[config.mk]
export PLATFORM = sky130hd
export DESIGN_NAME = led_seq_engine
export DESIGN_NICKNAME = d
export VERILOG_FILES = /design/src/rtl/led_seq_pkg.sv /design/src/rtl/pb_edge.sv /design/src/rtl/led_seq_engine.sv
export SDC_FILE = /design/constraint.sdc
export NUM_CORES = 1
export LEC_CHECK = 0
export BUFFER_PORTS_ARGS = -buffer_cell sky130_fd_sc_hd__buf_4
export CELL_PAD_IN_SITES_DETAIL_PLACEMENT = 1
export CELL_PAD_IN_SITES_GLOBAL_PLACEMENT = 2
export CORE_MARGIN = 5
export CORE_UTILIZATION = 30
export CTS_BUF_LIST = sky130_fd_sc_hd__clkbuf_8
export DETAILED_ROUTE_END_ITERATION = 12
export HOLD_SLACK_MARGIN = 0.08
export PLACE_DENSITY = 0.76
export SYNTH_ARGS = -nofsm -noshare
export SYNTH_HDL_FRONTEND = slang
export SYNTH_SLANG_ARGS = --single-unit
[constraint.sdc]
create_clock -name CLK_50 -period 7.5 [get_ports CLK_50]
set_clock_uncertainty 0.15 [all_clocks]
set_input_delay 0 -clock CLK_50 [delete_from_list [all_inputs] [get_ports CLK_50]]
set_output_delay 0 -clock CLK_50 [all_outputs]
set_load 0.01 [all_outputs]
[src/rtl/led_seq_pkg.sv]
// led_seq_pkg: shared types and default parameter values for the LED sequencer.
//   mode_e : playback mode as driven on the 2-bit mode input
//   dir_e  : ping-pong walk direction
//   Def*   : default values for the led_seq_engine parameters
package led_seq_pkg;

    localparam int unsigned DefNumLeds = 10;
    localparam int unsigned DefSeqW    = 6;
    localparam int unsigned DefStepW   = 4;
    localparam int unsigned DefRateW   = 3;
    localparam int unsigned DefBaseDiv = 50000;

    typedef enum logic [1:0] {
        MODE_LOOP     = 2'd0,
        MODE_PINGPONG = 2'd1,
        MODE_ONESHOT  = 2'd2,
        MODE_FREEZE   = 2'd3
    } mode_e;

    typedef enum logic {
        DIR_FWD = 1'b0,
        DIR_REV = 1'b1
    } dir_e;

endpackage

[src/rtl/pb_edge.sv]
// pb_edge: two-flop synchroniser followed by a rising-edge detector for one
// (already debounced) pushbutton.
//   i_clk   : clock
//   i_reset : synchronous, active-high reset; clears the pulse register
//   i_pb    : asynchronous button level, active-high
//   o_pulse : one-cycle pulse per rising edge of i_pb
module pb_edge (
    input  logic i_clk,
    input  logic i_reset,
    input  logic i_pb,
    output logic o_pulse
);

    logic [1:0] r_sync;
    logic       r_prev;
    logic       r_pulse;

    // The synchroniser and the previous-level flop keep tracking the pin while
    // reset is held, so a button held through reset produces no edge afterwards.
    always_ff @(posedge i_clk) begin
        r_sync <= {r_sync[0], i_pb};
        r_prev <= r_sync[1];
        if (i_reset) begin
            r_pulse <= 1'b0;
        end else begin
            r_pulse <= r_sync[1] & ~r_prev;
        end
    end

    assign o_pulse = r_pulse;

endmodule

[src/rtl/led_seq_engine.sv]
// led_seq_engine: rate divider, pattern-step FSM and LED output stage.
//   CLK_50, reset            : clock, synchronous active-high reset
//   pb_freq_up/pb_freq_dn    : raise/lower the step rate (async levels)
//   pb_seq_up/pb_seq_dn      : next/previous sequence (async levels)
//   mode                     : 0 loop, 1 ping-pong, 2 one-shot, 3 freeze
//   brightness               : PWM duty, only used when LED_SEQ_PWM_EN is defined
//   rom_addr / rom_data      : {seq_num, step} to a 1-cycle-latency pattern ROM
//   LEDR                     : LED drive
//   seq_num, freq_num        : current sequence and rate index (0 slowest)
//   step_tick                : one-cycle pulse per step
//   done                     : one-shot sequence finished
// Build option: define LED_SEQ_PWM_EN to gate LEDR with a 16-level PWM.
module led_seq_engine
    import led_seq_pkg::*;
#(
    parameter int unsigned NUM_LEDS = DefNumLeds,
    parameter int unsigned SEQ_W    = DefSeqW,
    parameter int unsigned STEP_W   = DefStepW,
    parameter int unsigned RATE_W   = DefRateW,
    parameter int unsigned BASE_DIV = DefBaseDiv
) (
    input  logic                    CLK_50,
    input  logic                    reset,
    input  logic                    pb_freq_up,
    input  logic                    pb_freq_dn,
    input  logic                    pb_seq_up,
    input  logic                    pb_seq_dn,
    input  logic [1:0]              mode,
    input  logic [3:0]              brightness,
    output logic [SEQ_W+STEP_W-1:0] rom_addr,
    input  logic [NUM_LEDS-1:0]     rom_data,
    output logic [NUM_LEDS-1:0]     LEDR,
    output logic [SEQ_W-1:0]        seq_num,
    output logic [RATE_W-1:0]       freq_num,
    output logic                    step_tick,
    output logic                    done
);

    localparam int unsigned NumRates  = 1 << RATE_W;
    localparam int unsigned MaxPeriod = BASE_DIV << (NumRates - 1);
    localparam int unsigned CntW      = $clog2(MaxPeriod);

    localparam logic [STEP_W-1:0] StepMax = '1;
    localparam logic [STEP_W-1:0] StepOne = STEP_W'(1);
    localparam logic [RATE_W-1:0] RateMax = '1;

    // Button pulses
    logic w_freq_up, w_freq_dn, w_seq_up, w_seq_dn;

    pb_edge u_pb_freq_up (.i_clk(CLK_50), .i_reset(reset), .i_pb(pb_freq_up), .o_pulse(w_freq_up));
    pb_edge u_pb_freq_dn (.i_clk(CLK_50), .i_reset(reset), .i_pb(pb_freq_dn), .o_pulse(w_freq_dn));
    pb_edge u_pb_seq_up  (.i_clk(CLK_50), .i_reset(reset), .i_pb(pb_seq_up),  .o_pulse(w_seq_up));
    pb_edge u_pb_seq_dn  (.i_clk(CLK_50), .i_reset(reset), .i_pb(pb_seq_dn),  .o_pulse(w_seq_dn));

    // State
    logic [RATE_W-1:0]   r_freq, w_freq_d;
    logic [CntW-1:0]     r_div, w_div_d;
    logic [SEQ_W-1:0]    r_seq, w_seq_d;
    logic [STEP_W-1:0]   r_step, w_step_d;
    dir_e                r_dir, w_dir_d;
    logic                r_done, w_done_d;
    logic [NUM_LEDS-1:0] r_led, w_led_d;

    mode_e w_mode;
    assign w_mode = mode_e'(mode);

    // Divider: period doubles for each step down from the fastest rate. The
    // period is formed one bit wider so the slowest period itself is
    // representable; its low CntW bits minus one give the terminal count.
    logic [RATE_W-1:0] w_shift;
    logic [CntW:0]     w_period;
    logic [CntW:0]     w_last;
    logic              w_tick;

    assign w_shift  = RateMax - r_freq;
    assign w_period = (CntW + 1)'(BASE_DIV) << w_shift;
    assign w_last   = w_period - (CntW + 1)'(1);
    assign w_tick   = (r_div == w_last[CntW-1:0]);

    always_comb begin
        w_freq_d = r_freq;
        if (w_freq_up && !w_freq_dn && (r_freq != RateMax)) begin
            w_freq_d = r_freq + 1'b1;
        end else if (w_freq_dn && !w_freq_up && (r_freq != '0)) begin
            w_freq_d = r_freq - 1'b1;
        end
    end

    // A real rate change restarts the period from zero.
    always_comb begin
        w_div_d = r_div + 1'b1;
        if ((w_freq_d != r_freq) || w_tick) begin
            w_div_d = '0;
        end
    end

    // Step FSM: a sequence change outranks a coincident tick.
    always_comb begin
        w_seq_d  = r_seq;
        w_step_d = r_step;
        w_dir_d  = r_dir;
        w_done_d = r_done;
        if (w_seq_up ^ w_seq_dn) begin
            w_seq_d  = w_seq_up ? r_seq + 1'b1 : r_seq - 1'b1;
            w_step_d = '0;
            w_dir_d  = DIR_FWD;
            w_done_d = 1'b0;
        end else if (w_tick) begin
            case (w_mode)
                MODE_LOOP: begin
                    w_step_d = r_step + 1'b1;
                end
                MODE_PINGPONG: begin
                    if (r_dir == DIR_FWD) begin
                        if (r_step == StepMax) begin
                            w_dir_d  = DIR_REV;
                            w_step_d = StepMax - 1'b1;
                        end else begin
                            w_step_d = r_step + 1'b1;
                        end
                    end else begin
                        if (r_step == '0) begin
                            w_dir_d  = DIR_FWD;
                            w_step_d = StepOne;
                        end else begin
                            w_step_d = r_step - 1'b1;
                        end
                    end
                end
                MODE_ONESHOT: begin
                    if (r_step != StepMax) begin
                        w_step_d = r_step + 1'b1;
                    end
                    // done rises on the tick that lands on (or sits at) the last step
                    if (r_step >= StepMax - 1'b1) begin
                        w_done_d = 1'b1;
                    end
                end
                default: begin
                    // freeze: hold
                end
            endcase
        end
        if (w_mode != MODE_ONESHOT) begin
            w_done_d = 1'b0;
        end
    end

    always_ff @(posedge CLK_50) begin
        if (reset) begin
            r_freq <= '0;
            r_div  <= '0;
            r_seq  <= '0;
            r_step <= '0;
            r_dir  <= DIR_FWD;
            r_done <= 1'b0;
            r_led  <= '0;
        end else begin
            r_freq <= w_freq_d;
            r_div  <= w_div_d;
            r_seq  <= w_seq_d;
            r_step <= w_step_d;
            r_dir  <= w_dir_d;
            r_done <= w_done_d;
            r_led  <= w_led_d;
        end
    end

`ifdef LED_SEQ_PWM_EN
    logic [3:0] r_pwm;

    always_ff @(posedge CLK_50) begin
        if (reset) begin
            r_pwm <= '0;
        end else begin
            r_pwm <= r_pwm + 1'b1;
        end
    end

    assign w_led_d = rom_data & {NUM_LEDS{r_pwm < brightness}};
`else
    logic w_unused_brightness;
    assign w_unused_brightness = ^brightness;
    assign w_led_d = rom_data;
`endif

    assign rom_addr  = {r_seq, r_step};
    assign LEDR      = r_led;
    assign seq_num   = r_seq;
    assign freq_num  = r_freq;
    assign step_tick = w_tick;
    assign done      = r_done;

endmodule
==> reports/results.ini <==
[grt]
overflow = 0
grt_usage = 0.1412
grt_pass1_vias = 3105
grt_busiest_layer = met2
grtUsageMet1 = 0.1638
grt_use_met3 = 0.04282
grt_pass1_wl_microns = 15010
antenna_found_initial = 0
grt_use_met2 = 0.2501
grt_max_degree = 26

[logic_synthesis]
synth_top_area_cell = dfxtp_1
synth_area_leaders = dfxtp_1 38%, ha_1 7.1%, xor2_1 6.3%
syn-cell-area_sq_mm = 0.003356
async_flop_share = 0
synthCells = 366
ys.warnings.count = 0
postSynthAreaPerCell_sq_um = 9.169
synth_cell_types = 60
synth-seq-cells = 64
synth_edf_count = 0
syn_nets = 408
synth_seq_area_share = 0.3818
synth_top_area_share = 0.3818
ys.flop_type = dfxtp_1

[sta]
hold_viol_final = 0
setup_viol = 0
setup_tns_ns = 0
min_period_ns = 3.919
relSlewSlack = 0.4009
slew_violations = 0
rsz0062_at_grt = no
fmax_mhz = 255.2
tightestPinTransition_ns = 0.8987
min_period_over_period = 0.5225

[power_and_ir_drop]
max-vdd-ir-drop_uv = 119.7
leakagePower_nw = 1.728
powerDensity_mw_per_mm2 = 225.9
power_uw = 973.3

[layout]
multi_input_area_sq_mm = 0.001921
nFillCells = 1241
antennaDiodeCount = 0
layout-drive-gt1-share = 0.1739
finish.instance_area_sq_mm = 0.004308
area.growth.synth_to_final_pct = 28.37
seqCellArea_sq_mm = 0.001281
final_cells = 577
layout.nets = 474
final_core_util = 0.3957

[die]
die_w_microns = 115.8
io_pins = 53
rows = 38
die_h_microns = 115.8
start_util = 0.3082
core_area_sq_mm = 0.01089
die_area_sq_mm = 0.01340

[critical_path]
crit_required_ns = 7.64
max_stage_delay_ns = 0.54
r2r_cells = 11
cp.arrival_ns = 4.06
slowest_stage = dfxtp_1
crit_path_frequent_cell = ha_1
end_kind = flip-flop
crit_chain = ha_1 > ha_1 > inv_1 > ha_1 > xor2_1 > o31ai_1 > o21ai_0 > or3_4 > nor4_1 > o2111a_1 > dlygate4sd3_1
cp_max_fo = 10
cp-start-kind = flip-flop
critical_path_class = reg2reg

[place]
io_buffers = 48
place_hpwl_microns = 6058
place_area_sq_mm = 0.003779
dp.cells = 533
gp_congestion = 0.7880

[drt]
wirelength_microns = 8853
drt_iter0_drc = 94
drc_errors = 0
viasPerCell = 4.889
ant_nets = 0
vias = 2821
first_pass_iters = 6
wire_per_inst_microns = 15.34

[min_path]
hp-class = in2reg
whs_path_depth = 2

[clocking]
tritoncts = done
clk_latency_ns = 0.34
cts.root.buffer_cell = clkbuf_8
cts.path.max_buffers = 2
h-tree-depth = 3
ctsResizeCount = 0
cts_num_sinks = 64
clkTransAtPathRegs_ns = 0.08
numCtsBuffers = 9

[run]
max-cap-violations = 0

[run_status]
outcome = completed

[layout by cell type, fill, tap and decap left out, types with 2 or more instances in the layout]
cell and instances:
xnor2_1 20, a21boi_0 2, nand2b_1 5, a21o_1 4
dfxtp_1 64, o31ai_1 2, nor2b_1 12, nand3_1 15
nand4_1 3, buf_4 49, a211oi_1 4, dlygate4sd3_1 28
nor2_1 19, xor2_1 24, inv_1 9, o21a_1 2
and3_1 7, nor3b_1 7, nor3_1 28, ha_1 19
bufinv_16 3, o221ai_1 4, o21ai_0 11, a21oi_1 9
o211ai_1 3, mux2i_1 9, o22ai_1 2, clkbuf_8 9
nor4_1 5, nand2_1 24, inv_6 3, or3_1 2
[final cells by class]
type,instances,area share
multi-input cells,271,0.4458
flip-flops and latches,64,0.2974
repair buffers,77,0.1505
well taps,140,0.04066
clock inverters,7,0.02904
clock buffers,9,0.02875
inverters,9,0.007842
[what timing repair did]
| action | 4_1_cts | 5_1_grt |
|---|---|---|
| setup buffers | 0 | 0 |
| endpoints found under the hold margin | 33 | 0 |
| hold buffers | 28 | 0 |
[flip-flops by register name, summed over array words and instances (netlist names)]
register              cells
u_pb_freq_dn.o_pulse      1
u_pb_seq_dn.r_sync        2
seq_num                   6
done                      1
u_pb_seq_dn.o_pulse       1
u_pb_seq_up.r_prev        1
u_pb_seq_dn.r_prev        1
u_pb_freq_up.r_prev       1
u_pb_freq_dn.r_sync       2
r_div                    23
u_pb_freq_up.o_pulse      1
u_pb_freq_dn.r_prev       1
u_pb_freq_up.r_sync       2
u_pb_seq_up.o_pulse       1
u_pb_seq_up.r_sync        2
LEDR                     10
r_step                    4
r_dir                     1
freq_num                  3
[worst paths after layout]
check | slack [ns] | endpoint | from
max reg2reg | 3.58 | done$_SDFFE_PP0P_ | freq_num[0]$_SDFF_PP0_
max | 3.58 | done$_SDFFE_PP0P_ | freq_num[0]$_SDFF_PP0_
min reg2reg | 0.18 | u_pb_freq_up.r_sync[1]$_DFF_P_ | u_pb_freq_up.r_sync[0]$_DFF_P_
min | 0.15 | u_pb_freq_dn.r_sync[0]$_DFF_P_ | pb_freq_dn
[through the flow]
stage          setup slack (ns)  hold WS [ns]
2_1_floorplan             4.513       -0.1223
3_3_place_gp              3.911      -0.04466
3_5_place_dp              3.891      -0.04370
4_1_cts                   3.597        0.1223
5_1_grt                   3.271        0.1402
6_report                  3.581        0.1473
[synth_stat cells, drive strengths merged (5+ instances only)]
cell	count
xnor2	20
nand2	24
and3	7
xor2	24
ha	19
dfxtp	64
buf	11
nor4	6
clkbuf	11
nor2b	12
nor3	29
inv	9
nor3b	7
o21ai	12
nand2b	5
nor2	20
nand3	16
mux2i	9
a21oi	9
[kinds of logic (layout without fill, tap and decap cells)]
kind of cell    Yosys count  count (layout)  synth area share
buf+inv                  31             102           0.04586
compound gates           52              52            0.1051
simple gates            145             145            0.2453
mux                      10              10           0.03020
flops                    64              64            0.3818
xor+xnor                 44              44            0.1148
fa+ha+maj                20              20           0.07681
[critical path, delay by kind of cell (launching register included)]
kind	cells	cell delay [ns]
simple gates	2	0.73
fa+ha+maj	3	1.10
flops	1	0.54
xor+xnor	1	0.19
compound gates	3	0.53
buf+inv	2	0.62
[power by group]
group | internal, mW | switching (mW)
Clock | 0.225 | 0.154
Sequential | 0.356 | 0.0193
Combinational | 0.103 | 0.117
[per-layer routing]
metal	up-vias	share of wire
li1	1417	-
met3	12	0.051
met5	-	0
met1	1332	0.45
met2	60	0.49
met4	0	0.013
No activity file was read; power rests on OpenSTA's default activity.
